<file path="config.mk">
export PLATFORM = sky130hd
export DESIGN_NAME = iir_mac_datapath
export DESIGN_NICKNAME = d
export VERILOG_FILES = /design/src/rtl/iir_mac_datapath_pkg.sv /design/src/rtl/iir_mac_datapath_ram32.sv /design/src/rtl/iir_mac_datapath.sv
export SDC_FILE = /design/constraint.sdc
export NUM_CORES = 1
export LEC_CHECK = 0
export BUFFER_PORTS_ARGS = -buffer_cell sky130_fd_sc_hd__buf_2
export CAP_MARGIN = 20
export CORE_ASPECT_RATIO = 1.4
export CORE_MARGIN = 2
export CORE_UTILIZATION = 55
export CTS_BUF_LIST = sky130_fd_sc_hd__clkbuf_16
export DETAILED_ROUTE_END_ITERATION = 8
export PLACE_DENSITY_LB_ADDON = 0.05
export SKIP_LAST_GASP = 1
export SYNTH_ARGS = -nofsm -noshare
export SYNTH_HDL_FRONTEND = slang
export SYNTH_HIERARCHICAL = 1
export SYNTH_SLANG_ARGS = --single-unit
</file>
<file path="constraint.sdc">
create_clock -name clock -period 22.7 [get_ports clock]
set_input_delay 2.27 -clock clock [delete_from_list [all_inputs] [get_ports clock]]
set_output_delay 2.27 -clock clock [all_outputs]
set_load 0.005 [all_outputs]
</file>
<file path="src/rtl/iir_mac_datapath_pkg.sv">
// Shared widths for the IIR MAC datapath and a product-to-accumulator sign extension.
// Product width is DATA_W*2-1, so only the -32768*-32768 corner case overflows it.
package iir_mac_datapath_pkg;

  localparam int DATA_W = 16;
  localparam int ADDR_W = 5;
  localparam int PROD_W = 2 * DATA_W - 1;
  localparam int ACC_W  = 34;
  localparam int DEPTH  = 1 << ADDR_W;

  function automatic logic [ACC_W-1:0] sext_prod(input logic [PROD_W-1:0] p);
    return {{(ACC_W - PROD_W){p[PROD_W-1]}}, p};
  endfunction

endpackage

</file>
<file path="src/rtl/iir_mac_datapath_ram32.sv">
// 32x16 sample store: synchronous write, asynchronous read, with no write-to-read bypass.
// Latency: a read is combinational and a write lands on the clock edge. There is no backpressure.
module iir_mac_datapath_ram32
  import iir_mac_datapath_pkg::*;
(
  input  logic              clock,
  input  logic              wr_i,
  input  logic [ADDR_W-1:0] wr_addr_i,
  input  logic [DATA_W-1:0] wr_data_i,
  input  logic [ADDR_W-1:0] rd_addr_i,
  output logic [DATA_W-1:0] rd_data_o
);

  logic [DATA_W-1:0] mem_q [DEPTH];

  always_ff @(posedge clock) begin
    if (wr_i) begin
      mem_q[wr_addr_i] <= wr_data_i;
    end
  end

  assign rd_data_o = mem_q[rd_addr_i];

endmodule

</file>
<file path="src/rtl/iir_mac_datapath.sv">
// MAC datapath: RAM read feeds a registered signed multiplier, which feeds a wrapping 34-bit accumulator.
// Latency: address at N, product at N+1, sum at N+2. There is no backpressure; the sequencer paces every phase.
module iir_mac_datapath
  import iir_mac_datapath_pkg::*;
(
  input  logic              clock,
  input  logic              reset,
  input  logic              wr_i,
  input  logic [ADDR_W-1:0] wr_addr_i,
  input  logic [DATA_W-1:0] wr_data_i,
  input  logic [ADDR_W-1:0] rd_addr_i,
  output logic [DATA_W-1:0] rd_data_o,
  input  logic [DATA_W-1:0] coeff_i,
  input  logic              enable_mult_i,
  output logic              mult_valid_o,
  output logic [PROD_W-1:0] product_o,
  input  logic              clear_acc_i,
  input  logic              enable_acc_i,
  output logic              acc_valid_o,
  output logic [ACC_W-1:0]  sum_o
);

  logic [PROD_W-1:0] product_q, product_d;
  logic [ACC_W-1:0]  sum_q, sum_d;
  logic              mult_valid_q, acc_valid_q;
  logic [PROD_W-1:0] x_ext, y_ext;

  iir_mac_datapath_ram32 u_ram (
    .clock     (clock),
    .wr_i      (wr_i),
    .wr_addr_i (wr_addr_i),
    .wr_data_i (wr_data_i),
    .rd_addr_i (rd_addr_i),
    .rd_data_o (rd_data_o)
  );

  // A multiply done at PROD_W width keeps exactly the low 31 bits of the 32-bit result,
  // so -32768*-32768 wraps to 0x40000000.
  assign x_ext = {{(PROD_W - DATA_W){rd_data_o[DATA_W-1]}}, rd_data_o};
  assign y_ext = {{(PROD_W - DATA_W){coeff_i[DATA_W-1]}}, coeff_i};

  always_comb begin
    product_d = product_q;
    if (enable_mult_i) begin
      product_d = x_ext * y_ext;
    end

    sum_d = sum_q;
    if (clear_acc_i) begin
      sum_d = '0;
    end else if (enable_acc_i) begin
      sum_d = sum_q + sext_prod(product_q);
    end
  end

  always_ff @(posedge clock) begin
    if (reset) begin
      product_q    <= '0;
      sum_q        <= '0;
      mult_valid_q <= 1'b0;
      acc_valid_q  <= 1'b0;
    end else begin
      product_q    <= product_d;
      sum_q        <= sum_d;
      mult_valid_q <= enable_mult_i;
      acc_valid_q  <= enable_acc_i;
    end
  end

  assign product_o    = product_q;
  assign sum_o        = sum_q;
  assign mult_valid_o = mult_valid_q;
  assign acc_valid_o  = acc_valid_q;

endmodule

</file>
# [Word level (Yosys, flattened, before mapping)]
# Memories as Yosys holds them, arrays and structs flattened.
# Index checks and enable logic that the tools add are counted.
[totals] reg_bits=67 latch_bits=0 ramBits=512 romBits=0 input_bits=48 out_inout_bits=83 word_cells=10 memories=1
[memory_table] memory="u_ram.mem_q" depth=32 width=16 rd=1 rd_clocked_by_memory_dff=0 wr=1 line="iir_mac_datapath_ram32.sv:14" rtl="logic [DATA_W-1:0] mem_q [DEPTH];"
[classes] n_addsub=1 mul=1 n_div=0 n_lt_le_gt_ge=0 eq_ne=0 n_shift=0 muxes=2 bitwise=0 n_reduce_logical=1
[ops] op="$add A34 B34 Y34" count=1
[ops] op="$mul A16 B16 Y31" count=1
[ops] op="$mux W1" count=2
[ops] op="$reduce_or A2 Y1" count=1

# [Longest topological paths before layout]
[logic_depth] depth_word=2 depth_mapped=33 depth_no_buf=28

# [Cells and area by module]
# The synthesis kept the hierarchy.
[by_module_without_submodules] module="iir_mac_datapath_ram32" instances=1 cells_per_inst=1127 area_per_inst_um2=20215.6 seq_area_each_um2=15374.7
[by_module_without_submodules] module="iir_mac_datapath" instances=1 cells_per_inst=1572 area_per_inst_um2=13773.2 seq_area_each_um2=1341.3

# [Worst setup path before layout]
# No wires, ideal clock.
[synth_timing] path_kind="input port to flip-flop" start="input rd_addr_i[0]" end="register product_q[30], in the netlist product_o[30]" arrival_ps=9173 t_required_ps=22584 setup_slack_ps=13412 stages=29 path_buffers=6 cell_sequence="buf_4 buf_12 buf_12 buf_12 mux2i_1 a22oi_1 nand4_1 nand3_1 clkbuf_1 clkbuf_1 nand2_1 fa_1 inv_1 fa_1 fa_1 fa_1 fa_1 inv_1 fa_1 inv_1 ha_1 a21o_1 o21a_1 a311o_1 a21oi_1 a21o_1 nand3_2 a21o_1 a31o_1"
[synth_between] elab_chain_len=2
[synth_rtl] item="from (decl)" line="iir_mac_datapath.sv:11" rtl="input logic [ADDR_W-1:0] rd_addr_i,"
[synth_rtl] item="$mem_v2 Z32 W16"
[synth_rtl] item="via rd_data_o[15]" line="iir_mac_datapath.sv:12" rtl="output logic [DATA_W-1:0] rd_data_o,"
[synth_rtl] item="$mul A16 B16 Y31" line="iir_mac_datapath.sv:45" rtl="product_d = x_ext * y_ext;"
[synth_rtl] item="to (signal assigned)" line="iir_mac_datapath.sv:63" rtl="product_q <= product_d;"
[synth_rtl] item="to (decl)" line="iir_mac_datapath.sv:23" rtl="logic [PROD_W-1:0] product_q, product_d;"
# The timed path passes the listed nets, and every way through them passes these cells.
# A chain may end at the register's enable or synchronous reset.

# [Worst setup path in the final report]
[layout_timing] start="input rd_addr_i[0]" end="register product_q[30], in the netlist product_o[30]"
[layout_between] elab_chain_len=2
[layout_rtl] item="$mem_v2 Z32 W16"
[layout_rtl] item="$mul A16 B16 Y31" line="iir_mac_datapath.sv:45"
# Every way passes these cells.

==> results.py <==
metrics = {
    "clock_network": {
        "tritoncts": "yes",
        "cts_sinks": 579,
        "cts.clk_slew.worst_paths_ps": 60,
        "clkLatencyLatePin_ps": 640,
        "cts_made_buffers": 56,
        "cts_setup_buffers": 0,
        "cts_max_level": 2,
        "cts_hold_buf": 0,
        "clk_path_buf_depth": 3,
        "clockRootBuffer": "clkbuf_16",
        "cts.repair.resized": 0,
    },
    "job": {
        "max_cap_viol_count": 0,
    },
    "worst_setup_path": {
        "start_kind": "primary input",
        "cp_data_arrival_time_ps": 12160,
        "crit_path_end_kind": "flop",
        "path_delay_family": "adder cells",
        "crit_path_top_delay_cell": "buf_4",
        "critical_path_required_ps": 23230,
        "cp_num_buf_inv": 6,
        "slowest_delay_ps": 930,
        "r2r_slack_ps": 14770,
        "critical_path_class": "in -> reg",
        "cp_common_cell": "fa_1",
        "crit_path_max_fanout": 91,
    },
    "detailed_routing": {
        "ant_nets": 0,
        "drt-wirelength-per-cell_um": 24.0,
        "drtPass1Iterations": 5,
        "dr.first_iter.drc_count": 1454,
        "vias": 21657,
        "avgViaCountPerCell": 5.88,
        "drt-total-wl_um": 88300,
        "drc_errors": 0,
    },
    "timing": {
        "period_minus_slack_ps": 11630,
        "rsz0062_at_grt": "false",
        "worstMarginPinSlew_ps": 1160,
        "max-slew-margin-rel_pct": 22.6,
        "maxSlewViolCount": 0,
        "setup_viol_count_final": 0,
        "period_share_pct": 51.2,
        "hold_violations": 0,
        "tns_ps": 0,
        "hold-worst-slack_ps": 469,
        "max_freq_mhz": 86.0,
        "fin_skew_ps": 70.5,
    },
    "grt": {
        "grt_pass1_vias": 22914,
        "grtUsageTotal_pct": 28.0,
        "grt_overflow": 0,
        "antenna_found_initial": 2,
        "grt_pass1_wl_um": 135000,
        "grt_max_degree": 92,
    },
    "placed_design": {
        "io_buffers": 130,
        "gp_congestion": 0.892,
        "dpl_cell_area_um2": 35300,
        "hpwl_um": 60400,
    },
    "synth": {
        "synth_edf_count": 512,
        "synthCells": 2699,
        "ys_async_sr_fraction_pct": 0,
        "synth_seq_cells": 579,
        "yosysUniqueCellTypes": 82,
        "syn_nets": 3117,
        "yosysWarningCount": 6,
        "ys_seq_area_share_pct": 49.2,
        "ys.flop_type": "edfxtp_1",
        "synth_area_um2": 34000,
        "syn_area_per_cell_um2": 12.6,
    },
    "outcome": {
        "run_status": "completed",
    },
    "die": {
        "io_pins": 131,
        "die_y_um": 298,
        "core-area_um2": 61000,
        "die_w_um": 214,
        "die-area_um2": 63800,
        "rows": 107,
        "start_util_pct": 55.7,
    },
    "final_layout": {
        "drive_gt1_share_pct": 10.3,
        "layout_commonest_cell": "edfxtp_1",
        "most-common-layout-cells": "edfxtp_1, inv_1, mux2i_1, fa_1, nand2_1",
        "design_area_um2": 37300,
        "antennaDiodeCount": 0,
        "finalNetCount": 3237,
        "syn_to_final_growth_pct": 9.62,
    },
    "min_path": {
        "hold_path_class": "reg -> reg",
    },
}
==> sequential cells by signal (all words and copies together) (netlist names) <==
| name | cells |
|---|---|
| sum_o | 34 |
| product_o | 31 |
| mult_valid_o | 1 |
| u_ram/mem_q | 512 |
| acc_valid_o | 1 |
==> cells in the mapped netlist, types with 34 or more instances <==
| cell type | count | share of area [%] |
|---|---|---|
| a21oi_1 | 94 | 1.4 |
| a22oi_1 | 64 | 1.4 |
| and2_1 | 116 | 2.1 |
| clkbuf_1 | 56 | 0.62 |
| dfxtp_1 | 67 | 3.9 |
| edfxtp_1 | 512 | 45 |
| fa_1 | 257 | 15 |
| ha_1 | 113 | 4.2 |
| inv_1 | 323 | 3.6 |
| mux2i_1 | 281 | 8.3 |
| nand2_1 | 201 | 2.2 |
| nand3_1 | 56 | 0.82 |
| nor2_1 | 106 | 1.2 |
| o21ai_0 | 39 | 0.57 |
| xnor2_1 | 34 | 0.88 |
==> kinds of logic (layout without fill, tap and decap cells) <==
logic type | Yosys count | count (layout) | share of synthesized area (%)
DFF | 579 | 579 | 49.2
AOI/OAI and AO/OA | 374 | 374 | 7.60
and+or+nand+nor | 611 | 611 | 8.86
xor gates and xnor gates | 40 | 40 | 1.03
adders and majority gates | 370 | 370 | 19.3
muxes | 281 | 281 | 8.28
buffers and inverters | 444 | 610 | 5.76
==> path summary, 6_finish.rpt <==
kind / from / to / cells past startpoint
max: rd_addr_i[0] / product_o[30] / 26
min: sum_o[33] / sum_o[33] / 2
max reg2reg: u_ram/mem_q[0][15] / product_o[30] / 24
min reg2reg: sum_o[33] / sum_o[33] / 2
==> through the flow <==
step	setup WS (ps)	utilization (%)	instances
final	11070	61.0	3682
after global placement	10430	57.9	3578
after global routing	10660	61.0	3682
after CTS	11020	61.0	3682
after floorplan	13410	-	2699
after detailed placement	10340	57.9	3578
==> final cells by class <==
type	count	area (µm²)
clock buffers	57	1430
clock inverters	47	499
fillers	5001	23800
inverters	325	1220
multi-input cells	1676	15300
flip-flops and latches	579	16700
well taps	817	1020
repair buffers	181	1040
==> worst register-to-register path, stage by stage, from the launching register on <==
cell	delay, ps
edfxtp_1	340
mux2i_1	70
a22o_1	250
nor3_1	340
a31oi_1	160
nand3_1	630
nand2_1	270
fa_1	690
inv_1	140
fa_1	810
fa_1	540
fa_1	510
fa_1	490
inv_1	50
fa_1	480
inv_1	40
ha_1	400
a21o_1	220
o21a_1	180
a311o_1	350
a21oi_1	200
a21o_1	160
nand3_2	70
a21o_1	190
a31o_1	200
==> routing by layer <==
metal / track usage [%] / wire, µm / up-vias
met5: 0 / 0 / -
met4: 13.0 / 4220 / 0
met3: 3.26 / 3730 / 222
met2: 52.1 / 47500 / 637
met1: 32.0 / 32800 / 11141
li1: - / - / 9657
Power is left out: the tool's default activity adds up to more than one toggle a clock period on the data nets, which glitch-free logic cannot reach.
